## config.mk

```make
export PLATFORM = sky130hd
export DESIGN_NAME = trap_sequencer
export DESIGN_NICKNAME = d
export VERILOG_FILES = /design/src/rtl/riscV_unrn_pkg.sv /design/src/rtl/trap_priority_enc.sv /design/src/rtl/trap_sequencer.sv
export SDC_FILE = /design/constraint.sdc
export NUM_CORES = 1
export LEC_CHECK = 0
export BUFFER_PORTS_ARGS = -buffer_cell sky130_fd_sc_hd__buf_2
export CAP_MARGIN = 5
export CORE_AREA = 2 2 117 119
export CTS_BUF_LIST = sky130_fd_sc_hd__clkbuf_8 sky130_fd_sc_hd__clkbuf_16
export DETAILED_ROUTE_END_ITERATION = 6
export DIE_AREA = 0 0 119 121
export PLACE_DENSITY = 0.72
export SYNTH_ARGS = -nofsm -noshare
export SYNTH_HDL_FRONTEND = slang
export SYNTH_SLANG_ARGS = --single-unit
```

## constraint.sdc

```tcl
create_clock -name clk -period 1.9 [get_ports clk]
set_input_delay 0.095 -clock clk [delete_from_list [all_inputs] [get_ports clk]]
set_output_delay 0.095 -clock clk [all_outputs]
set_load 0.01 [all_outputs]
```

## src/rtl/riscV_unrn_pkg.sv

```systemverilog
// Shared types and constants for the trap sequencer.
// Provides the datapath width, the trap FSM state encoding, the mcause
// values produced by trap entry, and a helper that aligns mtvec to a
// direct-mode handler address.
package riscV_unrn_pkg;

  localparam int unsigned XLEN = 32;

  typedef enum logic [1:0] {
    IDLE   = 2'd0,
    TRAP   = 2'd1,
    VECTOR = 2'd2,
    RET    = 2'd3
  } trap_state_t;

  localparam logic [XLEN-1:0] CAUSE_FETCH_MISAL = XLEN'(32'h0000_0000);
  localparam logic [XLEN-1:0] CAUSE_ILLEGAL     = XLEN'(32'h0000_0002);
  localparam logic [XLEN-1:0] CAUSE_BREAKPOINT  = XLEN'(32'h0000_0003);
  localparam logic [XLEN-1:0] CAUSE_LOAD_MISAL  = XLEN'(32'h0000_0004);
  localparam logic [XLEN-1:0] CAUSE_STORE_MISAL = XLEN'(32'h0000_0006);
  localparam logic [XLEN-1:0] CAUSE_ECALL_M     = XLEN'(32'h0000_000B);
  localparam logic [XLEN-1:0] CAUSE_MTIME_INT   = XLEN'(32'h8000_0007);

  // Direct-mode vector: the low two mtvec bits hold the mode, not address.
  function automatic logic [XLEN-1:0] vec_base(input logic [XLEN-1:0] mtvec);
    return {mtvec[XLEN-1:2], 2'b00};
  endfunction

endpackage

```

## src/rtl/trap_priority_enc.sv

```systemverilog
// Combinational trap priority encoder.
// Picks the highest-priority pending trap and forms its mcause / mtval.
// Ports: flags (mtime, fetch/load/store misalignment, illegal, ecall,
//   ebreak), pc_i, instr_i, badaddr_i in; trap_o, cause_o, info_o out.
// Macro TRAP_MISALIGNED_EN: when undefined the misalignment flags are
//   ignored and causes 0/4/6 are never produced.
module trap_priority_enc
  import riscV_unrn_pkg::*;
(
  input  logic            mtime_exc_i,
  input  logic            fetch_misal_i,
  input  logic            illegal_i,
  input  logic            ecall_i,
  input  logic            ebreak_i,
  input  logic            load_misal_i,
  input  logic            store_misal_i,
  input  logic [XLEN-1:0] pc_i,
  input  logic [XLEN-1:0] instr_i,
  input  logic [XLEN-1:0] badaddr_i,
  output logic            trap_o,
  output logic [XLEN-1:0] cause_o,
  output logic [XLEN-1:0] info_o
);

  logic fetch_m;
  logic load_m;
  logic store_m;

`ifdef TRAP_MISALIGNED_EN
  assign fetch_m = fetch_misal_i;
  assign load_m  = load_misal_i;
  assign store_m = store_misal_i;
`else
  // Misalignment is handled elsewhere in this build; flags are dropped.
  logic unused_misal;
  assign unused_misal = fetch_misal_i ^ load_misal_i ^ store_misal_i;
  assign fetch_m = 1'b0;
  assign load_m  = 1'b0;
  assign store_m = 1'b0;
`endif

  // Fixed priority, highest first.
  always_comb begin
    trap_o  = 1'b1;
    cause_o = '0;
    info_o  = '0;
    if (mtime_exc_i) begin
      cause_o = CAUSE_MTIME_INT;
    end else if (fetch_m) begin
      cause_o = CAUSE_FETCH_MISAL;
      info_o  = badaddr_i;
    end else if (illegal_i) begin
      cause_o = CAUSE_ILLEGAL;
      info_o  = instr_i;
    end else if (ecall_i) begin
      cause_o = CAUSE_ECALL_M;
    end else if (ebreak_i) begin
      cause_o = CAUSE_BREAKPOINT;
      info_o  = pc_i;
    end else if (load_m) begin
      cause_o = CAUSE_LOAD_MISAL;
      info_o  = badaddr_i;
    end else if (store_m) begin
      cause_o = CAUSE_STORE_MISAL;
      info_o  = badaddr_i;
    end else begin
      trap_o = 1'b0;
    end
  end

endmodule

```

## src/rtl/trap_sequencer.sv

```systemverilog
// Machine-mode trap entry / mret return sequencer.
// Detects traps at the commit point, drives the CSR capture strobe with
// cause/info/pc, then redirects fetch to mtvec; mret redirects to mepc.
// Ports: clk, rst_n; instr_valid_i, pc_i, instr_i, badaddr_i, decode and
//   misalignment flags, mtime_exc_i, mtvec_i, mepc_i in; kill_o, stall_o,
//   jumpingToMtvec_o, excCause_o, trapInfo_o, trap_pc_o, pc_redirect_o,
//   pc_target_o, mret_o out.
// Macro TRAP_MISALIGNED_EN: enables the misalignment traps (see encoder).
module trap_sequencer
  import riscV_unrn_pkg::*;
(
  input  logic            clk,
  input  logic            rst_n,
  input  logic            instr_valid_i,
  input  logic [XLEN-1:0] pc_i,
  input  logic [XLEN-1:0] instr_i,
  input  logic [XLEN-1:0] badaddr_i,
  input  logic            illegal_i,
  input  logic            ecall_i,
  input  logic            ebreak_i,
  input  logic            mret_i,
  input  logic            fetch_misal_i,
  input  logic            load_misal_i,
  input  logic            store_misal_i,
  input  logic            mtime_exc_i,
  input  logic [XLEN-1:0] mtvec_i,
  input  logic [XLEN-1:0] mepc_i,
  output logic            kill_o,
  output logic            stall_o,
  output logic            jumpingToMtvec_o,
  output logic [XLEN-1:0] excCause_o,
  output logic [XLEN-1:0] trapInfo_o,
  output logic [XLEN-1:0] trap_pc_o,
  output logic            pc_redirect_o,
  output logic [XLEN-1:0] pc_target_o,
  output logic            mret_o
);

  trap_state_t     state_q, state_d;
  logic            armed_q;
  logic [XLEN-1:0] cause_q, info_q, tpc_q;

  logic            enc_trap;
  logic [XLEN-1:0] enc_cause, enc_info;
  logic            detect_en;
  logic            take_trap;
  logic            take_mret;

  trap_priority_enc u_enc (
    .mtime_exc_i   (mtime_exc_i),
    .fetch_misal_i (fetch_misal_i),
    .illegal_i     (illegal_i),
    .ecall_i       (ecall_i),
    .ebreak_i      (ebreak_i),
    .load_misal_i  (load_misal_i),
    .store_misal_i (store_misal_i),
    .pc_i          (pc_i),
    .instr_i       (instr_i),
    .badaddr_i     (badaddr_i),
    .trap_o        (enc_trap),
    .cause_o       (enc_cause),
    .info_o        (enc_info)
  );

  // armed_q holds off detection until the first edge after reset release,
  // so nothing is detected (or killed) while reset is asserted.
  assign detect_en = armed_q && instr_valid_i && (state_q == IDLE);
  assign take_trap = detect_en && enc_trap;
  assign take_mret = detect_en && !enc_trap && mret_i;

  // State register
  always_ff @(posedge clk or negedge rst_n) begin
    if (!rst_n) begin
      state_q <= IDLE;
      armed_q <= 1'b0;
    end else begin
      state_q <= state_d;
      armed_q <= 1'b1;
    end
  end

  // Trap capture registers, loaded on detection
  always_ff @(posedge clk or negedge rst_n) begin
    if (!rst_n) begin
      cause_q <= '0;
      info_q  <= '0;
      tpc_q   <= '0;
    end else if (take_trap) begin
      cause_q <= enc_cause;
      info_q  <= enc_info;
      tpc_q   <= pc_i;
    end
  end

  // Next-state logic
  always_comb begin
    state_d = state_q;
    unique case (state_q)
      IDLE: begin
        if (take_trap) begin
          state_d = TRAP;
        end else if (take_mret) begin
          state_d = RET;
        end
      end
      TRAP:    state_d = VECTOR;
      VECTOR:  state_d = IDLE;
      RET:     state_d = IDLE;
      default: state_d = IDLE;
    endcase
  end

  // Output decode; kill/stall on detection are same-cycle by design
  always_comb begin
    kill_o           = 1'b0;
    stall_o          = 1'b0;
    jumpingToMtvec_o = 1'b0;
    excCause_o       = '0;
    trapInfo_o       = '0;
    trap_pc_o        = '0;
    pc_redirect_o    = 1'b0;
    pc_target_o      = '0;
    mret_o           = 1'b0;
    unique case (state_q)
      IDLE: begin
        if (take_trap) begin
          kill_o  = 1'b1;
          stall_o = 1'b1;
        end else if (take_mret) begin
          stall_o = 1'b1;
        end
      end
      TRAP: begin
        jumpingToMtvec_o = 1'b1;
        stall_o          = 1'b1;
        excCause_o       = cause_q;
        trapInfo_o       = info_q;
        trap_pc_o        = tpc_q;
      end
      VECTOR: begin
        stall_o       = 1'b1;
        pc_redirect_o = 1'b1;
        pc_target_o   = vec_base(mtvec_i);
      end
      RET: begin
        pc_redirect_o = 1'b1;
        pc_target_o   = mepc_i;
        mret_o        = 1'b1;
      end
      default: ;
    endcase
  end

endmodule

```

==> flow_summary.ini <==
[run_status]
status = completed

[logic_synthesis]
syn_inst = 392
synth_top_area_frac = 0.429
synth_simple_gate_area_frac = 0.176
synth_cell_type_count = 29
synth-xor-area-share = 0
yosysMostFrequentCell = and2_1
synth_area_leaders = dfrtp_1 (43%), and2_1 (15%), mux2_2 (9.0%)
ys_top_cells_by_count = and2_1 (102), dfrtp_1 (71), mux2_2 (33)
ys.flop_type = dfrtp_1
synth_edf_count = 0
synth_compound_area_frac = 0.190
yosysTopAreaCell = dfrtp_1
synth_top_family_by_area = compound AO/OA/AOI/OAI gates
synth_fa_ha_area_frac = 0.0121
synth_area_per_cell_um2 = 10.6
synth_seq_area_share = 0.429
synth_area_um2 = 4140
ys_warn_count = 0
synthMuxAreaShare = 0.0898
synth_seq_cells = 71
synthArstFlopShare = 1.00

[min_path]
min_from = pc_i[18]
hold_depth = 2
hold_end = tpc_q[18]
hold_path_class = in -> reg

[final_layout]
multi_input_area_um2 = 2050
stdcell_count = 808
fillerInstances = 1317
regArea_um2 = 1780
layout-drive-gt1-share = 0.493
syn_to_final_growth_pct = 40.8
final_nets = 801
utilization = 0.445

[global_routing]
antenna_found_initial = 1
grt-ovfl-total = 0
grt_pass1_wl_mm = 20.6
grt_max_degree = 72
grt_pass1_vias = 3870
grt_usage = 0.184

[worst_setup_path]
start_kind = flip-flop
timing.critical_path.to_type = output port
critPathArrivalTime_ns = 1.65
crit_fanout = 36
critPathKind = reg -> out
critPathRequiredTime_ns = 1.80
r2r-end = tpc_q[13]
r2r-start = state_q[0]
r2r_cells = 6
regToRegSetupSlack_ns = 0.20

[placed_design]
portBuffers = 239
hpwl_mm = 9.77
routabilityCongestion = 0.797
detailedPlace.worstSlack_ns = 0.148
place_inst = 785

[floorplan]
fp.dieH_um = 121
die_w_um = 119
core_area_um2 = 13100
dieArea_um2 = 14400
start_util = 0.316
num_rows = 42
pin_count = 304

[timing]
drv_slew = 0
fin_skew_ns = 0.00684
timing.final.crit_share = 0.921
rsz0062_at_grt = no
hold_violations = 0
setup_tns_ns = 0
fmax_ghz = 0.572
post-route-min-period_ns = 1.75
setup_viol = 0
setup_slack_ns = 0.150

[power_and_ir_drop]
p_leak_nw = 3.09
max-vdd-ir-drop_uv = 596
power_density_nw_per_um2 = 1300

[clock_tree]
cts_inserted_buffers = 9
cts-root-buf = clkbuf_16
cts_buffer_depth = 2
cts_tree = built
cts_sinks = 71
h-tree-depth = 3
clk_pin_slew_ns = 0.06
cts_setup_buffers = 0
worstSkewPairLatency_ns = 0.33

[detailed_routing]
drt-pass1-iter-count = 4
final_antenna_net_count = 0
avgViaCountPerCell = 4.70
drt_iter0_drc = 111
wire_per_inst_um = 16.6
vias = 3798
drcViolationCount = 0
wirelength_mm = 13.4

[job]
maxCapViolations = 0
## how the worst max path moves through the flow
| stage | to | cells after the start | from | slack [ns] |
|---|---|---|---|---|
| floorplan | excCause_o[31] | 6 | state_q[1] | 0.26 |
| global placement | tpc_q[6] | 6 | state_q[1] | 0.18 |
| detailed placement | tpc_q[2] | 6 | state_q[0] | 0.15 |
| CTS | stall_o | 6 | state_q[1] | 0.02 |
| global route | trapInfo_o[9] | 5 | state_q[1] | 0.001 |
| finish | trapInfo_o[1] | 5 | state_q[1] | 0.15 |
## logic make-up (layout without fill, tap and decap cells)
family | count (synthesis) | in the layout
other | 2 | 29
DFF | 71 | 71
and+or+nand+nor | 116 | 116
AOI/OAI and AO/OA | 99 | 99
muxes | 33 | 33
buffers and inverters | 67 | 280
adders and majority gates | 4 | 4
## per-layer routing
metal  up-vias  track usage  wire [um]
met5         -            0          0
met4         0       0.0833        338
met3        17       0.0395        826
met2       163        0.326       6750
met1      1818        0.214       5520
li1       1800            -          -
## sequential cells by signal, summed over array words and instances, names as in the netlist
name and cells:
cause_q 4, armed_q 1, info_q 32, tpc_q 32, state_q 2
## through the flow
step	hold WS, ns	instance area, um^2	power (W)
after CTS	0.000726	5820	0.00767
final	0.0136	5830	0.00759
after detailed placement	0.161	5410	0.00564
after floorplan	-0.201	4240	0.00444
after global placement	0.154	5410	0.00558
after global routing	0.00729	5830	0.00808
## layout make-up
| type | instances | area share |
|---|---|---|
| Sequential cell | 71 | 0.305 |
| Antenna cell | 1 | 0.000429 |
| Timing Repair Buffer | 259 | 0.242 |
| Multi-Input combinational cell | 280 | 0.352 |
| Clock buffer | 10 | 0.0410 |
| Clock inverter | 6 | 0.0185 |
| Tap cell | 176 | 0.0378 |
| Inverter | 5 | 0.00322 |
## report_power, final
| group | switching, W | internal (W) | total (W) |
|---|---|---|---|
| Clock | 0.000661 | 0.00132 | 0.00198 |
| Combinational | 0.00162 | 0.00154 | 0.00316 |
| Sequential | 0.000306 | 0.00215 | 0.00245 |
## layout by cell type (no fill, tap or decap), types with 2 or more instances in the layout
master / netlist / final
a22o_1: 30 / 30
a31oi_1: 32 / 32
and2_1: 102 / 102
buf_12: 0 / 4
buf_2: 0 / 239
buf_4: 31 / 10
bufinv_16: 0 / 3
clkbuf_16: 0 / 9
conb_1: 2 / 28
dfrtp_1: 71 / 71
dlygate4sd3_1: 0 / 6
ha_1: 4 / 2
ha_2: 0 / 2
inv_1: 4 / 4
inv_2: 1 / 2
mux2_2: 33 / 33
nand2_1: 3 / 3
o2bb2ai_1: 32 / 32
## what timing repair did
action                                 CTS  global route
resized for setup                        0             3
setup endpoints to repair                0            42
endpoints found under the hold margin   76             0
hold buffers                             6             0
## worst max-delay path: stages (launching register included)
cell and delay [ns]:
dfrtp_1 0.41, inv_2 0.09, ha_2 0.18, buf_4 0.30, and2_1 0.21, buf_2 0.14
No activity file was read; power rests on OpenSTA's default activity.
